**src/rtl/cacheline_burst_adapter_pkg.sv**
```systemverilog
// Shared types and size helpers for the cacheline/burst adapter.
// BEATS is the number of bus words per line; CNT_W is the width of the beat counters.
package cache_adapter_pkg;

    typedef enum logic {
        W_IDLE  = 1'b0,
        W_BURST = 1'b1
    } w_state_t;

    function automatic int calc_beats(input int line_w, input int bus_w);
        return line_w / bus_w;
    endfunction

    function automatic int calc_cnt_w(input int beats);
        return (beats > 1) ? $clog2(beats) : 1;
    endfunction

endpackage

```
**src/rtl/cacheline_burst_adapter_deser.sv**
```systemverilog
// Collects in-order read-return beats into a full cacheline.
// Gaps are tolerated; the tag of beat 0 is the reference for the rest of the burst.
module burst_deserializer
    import cache_adapter_pkg::*;
#(
    parameter int ADDR_W = 32,
    parameter int LINE_W = 256,
    parameter int BUS_W  = 64
) (
    input  logic              clk,
    input  logic              rst,
    input  logic              beat_valid,
    input  logic [ADDR_W-1:0] beat_addr,
    input  logic [BUS_W-1:0]  beat_data,
    output logic              line_valid,
    output logic [ADDR_W-1:0] line_addr,
    output logic [LINE_W-1:0] line_data,
    output logic              err_addr
);

    localparam int BEATS = calc_beats(LINE_W, BUS_W);
    localparam int CNT_W = calc_cnt_w(BEATS);

    logic [CNT_W-1:0]  rcnt_reg;
    logic [ADDR_W-1:0] raddr_reg;
    logic [BUS_W-1:0]  rbuf [BEATS];
    logic [LINE_W-1:0] line_cat;
    logic              last_beat;

    assign last_beat = (rcnt_reg == CNT_W'(BEATS - 1));

    always_ff @(posedge clk) begin
        if (rst) begin
            rcnt_reg  <= '0;
            raddr_reg <= '0;
        end else if (beat_valid) begin
            rcnt_reg <= rcnt_reg + CNT_W'(1);
            if (rcnt_reg == '0) begin
                raddr_reg <= beat_addr;
            end
        end
    end

    // The slot written on the final beat is never read; the final beat goes straight to the output.
    always_ff @(posedge clk) begin
        if (beat_valid) begin
            rbuf[rcnt_reg] <= beat_data;
        end
    end

    for (genvar gi = 0; gi < BEATS - 1; gi++) begin : g_line
        assign line_cat[gi*BUS_W +: BUS_W] = rbuf[gi];
    end
    assign line_cat[LINE_W-1 -: BUS_W] = beat_data;

    assign line_valid = beat_valid & last_beat & ~rst;
    assign line_addr  = line_valid ? raddr_reg : '0;
    assign line_data  = line_valid ? line_cat : '0;
    assign err_addr   = beat_valid & (rcnt_reg != '0) & (beat_addr != raddr_reg) & ~rst;

endmodule

```
**src/rtl/cacheline_burst_adapter.sv**
```systemverilog
// Bridges a line-wide cache port to a narrow burst memory port.
// Writes are latched and serialised LSB beat first; reads pass through and are reassembled.
module cacheline_burst_adapter
    import cache_adapter_pkg::*;
#(
    parameter int ADDR_W          = 32,
    parameter int LINE_W          = 256,
    parameter int BUS_W           = 64,
    parameter int WRITE_EARLY_ACK = 0
) (
    input  logic              clk,
    input  logic              rst,
    input  logic [ADDR_W-1:0] ufp_addr,
    input  logic              ufp_read,
    input  logic              ufp_write,
    input  logic [LINE_W-1:0] ufp_wdata,
    output logic              ufp_ready,
    output logic [ADDR_W-1:0] ufp_raddr,
    output logic [LINE_W-1:0] ufp_rdata,
    output logic              ufp_rvalid,
    output logic [ADDR_W-1:0] dfp_addr,
    output logic              dfp_read,
    output logic              dfp_write,
    output logic [BUS_W-1:0]  dfp_wdata,
    input  logic              dfp_ready,
    input  logic [ADDR_W-1:0] dfp_raddr,
    input  logic [BUS_W-1:0]  dfp_rdata,
    input  logic              dfp_rvalid,
    output logic              err_raddr
);

    localparam int BEATS = calc_beats(LINE_W, BUS_W);
    localparam int CNT_W = calc_cnt_w(BEATS);

    w_state_t          state_reg, state_next;
    logic [CNT_W-1:0]  wcnt_reg, wcnt_next;
    logic [ADDR_W-1:0] waddr_reg;
    logic [BUS_W-1:0]  wbuf [BEATS];
    logic [BUS_W-1:0]  wbeat;
    logic              wr_accept;

    assign wbeat = wbuf[wcnt_reg];

    always_comb begin
        state_next = state_reg;
        wcnt_next  = wcnt_reg;
        wr_accept  = 1'b0;
        ufp_ready  = 1'b0;
        dfp_read   = 1'b0;
        dfp_write  = 1'b0;
        dfp_addr   = ufp_addr;
        dfp_wdata  = ufp_wdata[BUS_W-1:0];

        case (state_reg)
            W_IDLE: begin
                // A write request masks any simultaneous read.
                if (ufp_write) begin
                    dfp_write = 1'b1;
                    if (dfp_ready) begin
                        wr_accept  = 1'b1;
                        wcnt_next  = CNT_W'(1);
                        state_next = W_BURST;
                        ufp_ready  = (WRITE_EARLY_ACK != 0);
                    end
                end else begin
                    dfp_read  = ufp_read;
                    ufp_ready = ufp_read & dfp_ready;
                end
            end
            W_BURST: begin
                dfp_write = 1'b1;
                dfp_addr  = waddr_reg;
                dfp_wdata = wbeat;
                if (dfp_ready) begin
                    wcnt_next = wcnt_reg + CNT_W'(1);
                    if (wcnt_reg == CNT_W'(BEATS - 1)) begin
                        state_next = W_IDLE;
                        ufp_ready  = (WRITE_EARLY_ACK == 0);
                    end
                end
            end
            default: begin
                state_next = W_IDLE;
            end
        endcase

        if (rst) begin
            wr_accept = 1'b0;
            ufp_ready = 1'b0;
            dfp_read  = 1'b0;
            dfp_write = 1'b0;
            dfp_addr  = '0;
            dfp_wdata = '0;
        end
    end

    always_ff @(posedge clk) begin
        if (rst) begin
            state_reg <= W_IDLE;
            wcnt_reg  <= '0;
            waddr_reg <= '0;
        end else begin
            state_reg <= state_next;
            wcnt_reg  <= wcnt_next;
            if (wr_accept) begin
                waddr_reg <= ufp_addr;
            end
        end
    end

    // The whole line is captured at acceptance so the cache may change ufp_wdata afterwards.
    always_ff @(posedge clk) begin
        if (wr_accept) begin
            for (int i = 0; i < BEATS; i++) begin
                wbuf[i] <= ufp_wdata[i*BUS_W +: BUS_W];
            end
        end
    end

    burst_deserializer #(
        .ADDR_W (ADDR_W),
        .LINE_W (LINE_W),
        .BUS_W  (BUS_W)
    ) u_deser (
        .clk        (clk),
        .rst        (rst),
        .beat_valid (dfp_rvalid),
        .beat_addr  (dfp_raddr),
        .beat_data  (dfp_rdata),
        .line_valid (ufp_rvalid),
        .line_addr  (ufp_raddr),
        .line_data  (ufp_rdata),
        .err_addr   (err_raddr)
    );

endmodule
```
**config.mk**
```make
export PLATFORM = sky130hd
export DESIGN_NAME = cacheline_burst_adapter
export DESIGN_NICKNAME = d
export VERILOG_FILES = /design/src/rtl/cacheline_burst_adapter_pkg.sv /design/src/rtl/cacheline_burst_adapter_deser.sv /design/src/rtl/cacheline_burst_adapter.sv
export SDC_FILE = /design/constraint.sdc
export NUM_CORES = 1
export LEC_CHECK = 0
export CORE_AREA = 3 3 303 305
export DETAILED_ROUTE_END_ITERATION = 6
export DIE_AREA = 0 0 306 308
export PLACE_DENSITY = 0.57
export SYNTH_ARGS = -nofsm -noshare
export SYNTH_HDL_FRONTEND = slang
export SYNTH_HIERARCHICAL = 1
export SYNTH_SLANG_ARGS = --single-unit
```
**constraint.sdc**
```tcl
create_clock -name clk -period 14.7 [get_ports clk]
set_input_delay 3.675 -clock clk [delete_from_list [all_inputs] [get_ports clk]]
set_output_delay 3.675 -clock clk [all_outputs]
set_load 0.01 [all_outputs]
```
==> impl_metrics.ini, run 1 <==
[outcome]
status = completed

[route]
post_drt_wl_per_cell_um = 21.9
vias = 15000
totalWireLength_um = 76400
drtPass1Iterations = 5
drc = 0
drt_iter0_drc = 1000
via_per_inst = 4.28
drtAntennaViolNets = 0

[power_and_ir_drop]
ir_worst_vdd_uv = 88.4
p_per_area_nw_per_um2 = 110
leakagePower_uw = 0.0106

[floorplan]
start_util_pct = 24.0
rows = 110
fp.dieArea_um2 = 94200
coreArea_um2 = 89600
die_height_um = 308
die_width_um = 306
io-pin-count = 779

[timing]
rsz0062_at_grt = no
hold_violations = 0
fin_skew_ns = 0.0464
worstMarginPinSlew_ns = 1.08
max_freq_ghz = 0.0980
slew_viol_final = 0
finalCriticalPeriod_ns = 10.21
max_slew_margin_pct = 28.2
finalCritPeriodShare_pct = 69.4
setup_violations = 0
tns_ns = 0

[synth]
ys_seq_area_share_pct = 69.2
synthDistinctLibCells = 33
synthesis.area_um2 = 21500
ys.flop_type = edfxtp_1
yosysWarnings = 6
ys_ff_latch = 519
postSynthAreaPerCell_um2 = 14.4
syn_inst = 1497
synth_nets = 1892
synth_edf_count = 448
async_flop_share_pct = 0

[clock_network]
cts-root-buf = clkbuf_16
cts_max_level = 2
cts_resized = 0
clk_pin_slew_ns = 0.05
cts.sinks = 519
holdBufCountCts = 0
numCtsBuffers = 60
tritoncts = yes
clockBufferDepth = 3
post_cts_buffers = 0
clk_latency_ns = 0.64

[global_route]
gr-total-overflow = 0
grt_pass1_vias = 15500
grt_pass1_wl_um = 108000
grt_antenna_before_repair = 14
track_usage_pct = 15.4
grt_max_degree = 290

[setup_path]
cp_slowest_stage_delay_ns = 0.72
required_ns = 11.02
crit_path_cell_trace = buf_4, nand3b_1, buf_4, buf_4, o221ai_2, clkdlybuf4s50_1
endpoint_kind = output pin
crit_top_cell = buf_4
start_kind = primary input
crit_type = primary input to output pin
crit_fanout = 57
cp_slowest_cell = buf_4
rrSetupSlack_ns = 11.07
worst_ep_arrival_time_ns = 6.53

[layout]
drive_above_1_share_pct = 7.66
regArea_um2 = 14900
reg_top3 = wbuf x256, u_deser/rbuf x192
final_common_cell = clkdlybuf4s50_1
largest_reg_flops = 256
syn_to_final_growth_pct = 51.2
final_cell_mix = clkdlybuf4s50_1, edfxtp_1, and2_1
layout.nets = 2653
final_cells = 3494
regMostFlops = wbuf
multi_input_area_um2 = 6130
fill_cells = 8591

[placement]
port_buffers = 778
dp_hpwl_um = 55400
place_congestion = 0.889
dp.cells = 3372

[worst_hold_path]
holdCritPathClass = flip-flop to flip-flop

[run]
maxCapViolations = 0
-- power breakdown --
part	switching, uW	total [uW]	internal (uW)
Clock	629	1530	905
Sequential	23.7	1690	1670
Combinational	162	339	177
Total	815	3570	2750
-- synth_stat cells (5+ instances only) --
master	number	area share, %
a21oi_1	66	1.5
dfxtp_1	71	6.6
mux2i_1	161	7.5
clkbuf_1	28	0.49
clkbuf_2	21	0.49
nor2_1	40	0.70
xnor2_1	33	1.3
and2_1	290	8.4
buf_2	31	0.72
nand4_1	8	0.23
nand2_1	194	3.4
buf_4	6	0.21
buf_6	6	0.31
o221ai_2	60	4.2
ha_1	5	0.29
edfxtp_1	448	63
-- through the flow --
stage               area (um2)  hold slack [ns]  setup slack, ns  total power (uW)  utilization (%)
finish                   32500            0.454             4.49              3570             36.3
global route             32500            0.472             4.30              3710             36.3
CTS                      32500            0.454             4.47              3620             36.3
detailed placement       30400            0.447             4.47              2070             34.0
global placement         30400            0.442             4.49              2060             34.0
floorplan                21500            0.436             3.47              1850                -
-- metal layers --
layer | up-vias | global-route usage (%) | routed length (um)
li1 | 6946 | - | -
met1 | 7237 | 17.9 | 29400
met2 | 636 | 25.8 | 37100
met3 | 128 | 5.80 | 7130
met4 | 4 | 6.05 | 2670
met5 | - | 0 | 27
-- critical path: cells and delay by family --
kind | cells | cell delay [ns]
buffers and inverters | 4 | 2.23
AO/OA/AOI/OAI | 1 | 0.27
AND/OR/NAND/NOR | 1 | 0.19
-- final timing paths --
path / from / end / cells past startpoint
min reg2reg: waddr_reg[4] / waddr_reg[4] / 2
max: rst / dfp_wdata[48] / 6
min: waddr_reg[4] / waddr_reg[4] / 2
max reg2reg: state_reg / wbuf[0][48] / 5
-- layout make-up --
class,instances,area share [%]
repair buffers,794,24.4
flip-flops and latches,519,45.8
clock inverters,44,1.51
multi-input cells,878,18.9
inverters,5,0.0654
well taps,1176,4.53
diodes,8,0.0616
clock buffers,70,4.80
-- kinds of logic after synthesis --
family	count (synthesis)	synth area share [%]
AOI/OAI and AO/OA	135	6.07
xor gates and xnor gates	33	1.34
adders and majority gates	5	0.291
buffers and inverters	100	2.36
DFF	519	69.2
muxes	161	7.50
and+or+nand+nor	544	13.2
Note: power is estimated with default switching activity, not from simulation.
==> run 2, diff against run 1 <==
Clock period 14.7 ns to 8.6 ns, I/O delays scaled along.
==> run 2 against run 1 <==
Effect of this change: routed wire length rose by 0.58%; die area did not move; non-clock buffer count did not move; total power rose by 66%; clock power rose by 59%; count of clock-buffer cells in the layout rose by 12; first-iteration DRC count fell by 16%; final area fell by 0.38%; setup slack got worse by 3.0 ns; worst hold slack got worse by 0.0015 ns; sequential cell count did not move; combinational power rose by 73%; largest cell class unchanged.
==> impl_metrics.ini, run 2 (synthesis gave the netlist of run 1 again) <==
[clock_network]
cts_resized = 0
clockBufferDepth = 3
numCtsBuffers = 60
clk_pin_slew_ns = 0.06
clk_latency_ns = 0.62
tritoncts = yes
cts-root-buf = clkbuf_16
post_cts_buffers = 0
cts.sinks = 519
cts_max_level = 2
holdBufCountCts = 0

[global_route]
grt_antenna_before_repair = 14
grt_pass1_vias = 15700
grt_max_degree = 271
grt_pass1_wl_um = 109000
track_usage_pct = 15.5
gr-total-overflow = 0

[floorplan]
die_height_um = 308
rows = 110
fp.dieArea_um2 = 94200
io-pin-count = 779
die_width_um = 306
coreArea_um2 = 89600
start_util_pct = 24.0

[run]
maxCapViolations = 0

[layout]
fill_cells = 8571
multi_input_area_um2 = 6130
post-route-util_pct = 36.1
regArea_um2 = 14900
reg_top3 = wbuf x256, u_deser/rbuf x192
largest_reg_flops = 256
final_cell_mix = clkdlybuf4s50_1, edfxtp_1, and2_1
syn_to_final_growth_pct = 50.6
layout.nets = 2653
final_common_cell = clkdlybuf4s50_1
drive_above_1_share_pct = 7.19
regMostFlops = wbuf

[timing]
finalCritPeriodShare_pct = 82.1
fin_skew_ns = 0.0188
rsz0062_at_grt = no
setup_violations = 0
max_freq_ghz = 0.142
worstMarginPinSlew_ns = 1.17
slew_viol_final = 0
finalCriticalPeriod_ns = 7.06
hold_violations = 0
tns_ns = 0
holdWs_ns = 0.452
max_slew_margin_pct = 21.7

[setup_path]
worst_ep_arrival_time_ns = 4.91
crit_type = primary input to output pin
start_kind = primary input
cp_slowest_stage_delay_ns = 0.70
r2r_start = state_reg
crit_fanout = 270
endpoint_kind = output pin
cp_slowest_cell = clkdlybuf4s50_1
crit_top_cell = clkdlybuf4s50_1
crit_family = buffers and inverters
crit_path_cell_trace = clkdlybuf4s50_1, inv_2, nor3b_4, buf_12, and2_1, clkdlybuf4s50_1
startpoint = dfp_rvalid
required_ns = 6.45
timing.critical_path.buf_inv = 4
rrSetupSlack_ns = 5.17

[worst_hold_path]
hold_start = waddr_reg[20]
holdCritPathClass = flip-flop to flip-flop

[placement]
place_congestion = 0.980
port_buffers = 778
dp_hpwl_um = 55500

[power_and_ir_drop]
leakagePower_uw = 0.0106
ir_worst_vdd_uv = 147
p_per_area_nw_per_um2 = 183

[route]
totalWireLength_um = 76800
drtPass1Iterations = 4
drt_iter0_drc = 844
vias = 15100
post_drt_wl_per_cell_um = 22.0
via_per_inst = 4.31
drtAntennaViolNets = 0
drc = 0

[outcome]
status = completed
run 2: through the flow:
stage	setup slack (ns)	instances	area, um2	total power, uW
floorplan	1.77	1497	21500	3150
global placement	1.61	3372	30500	3530
detailed placement	1.58	3372	30500	3540
CTS	1.59	3485	32300	6030
global route	1.34	3493	32400	6160
finish	1.54	3497	32400	5920
run 2: path summary, 6_finish.rpt:
path              cells after the start       endpoint
setup / recovery                      6  ufp_rdata[28]
hold / removal                        2  waddr_reg[20]
setup reg to reg                      5    wbuf[0][33]
hold reg to reg                       2  waddr_reg[20]
run 2: worst reg2reg max path, cell delays in order (launching register included):
cell and delay (ns):
dfxtp_2 0.34, buf_4 0.32, nand3b_1 0.26, buf_4 0.26, nor2_4 0.96, buf_12 0.53
run 2: area by class of cell:
class / instances / share of cell area [%]
clock buffers: 82 / 4.99
clock inverters: 31 / 0.812
repair buffers: 794 / 24.6
flip-flops and latches: 519 / 46.0
inverters: 5 / 0.0657
well taps: 1176 / 4.54
multi-input cells: 878 / 18.9
diodes: 12 / 0.0927
run 2: power breakdown:
group / switching, uW / internal [uW] / leakage (uW)
Sequential: 38.6 / 2860 / 0.00470
Clock: 1040 / 1400 / 0.000911
Combinational: 284 / 304 / 0.00495
run 2: metal layers:
| layer | global-route usage [%] | up-vias | wire length, um |
|---|---|---|---|
| li1 | - | 6943 | - |
| met3 | 6.96 | 135 | 8000 |
| met4 | 5.80 | 8 | 2620 |
| met1 | 17.3 | 7373 | 28900 |
| met5 | 0 | - | 59 |
| met2 | 26.2 | 619 | 37200 |
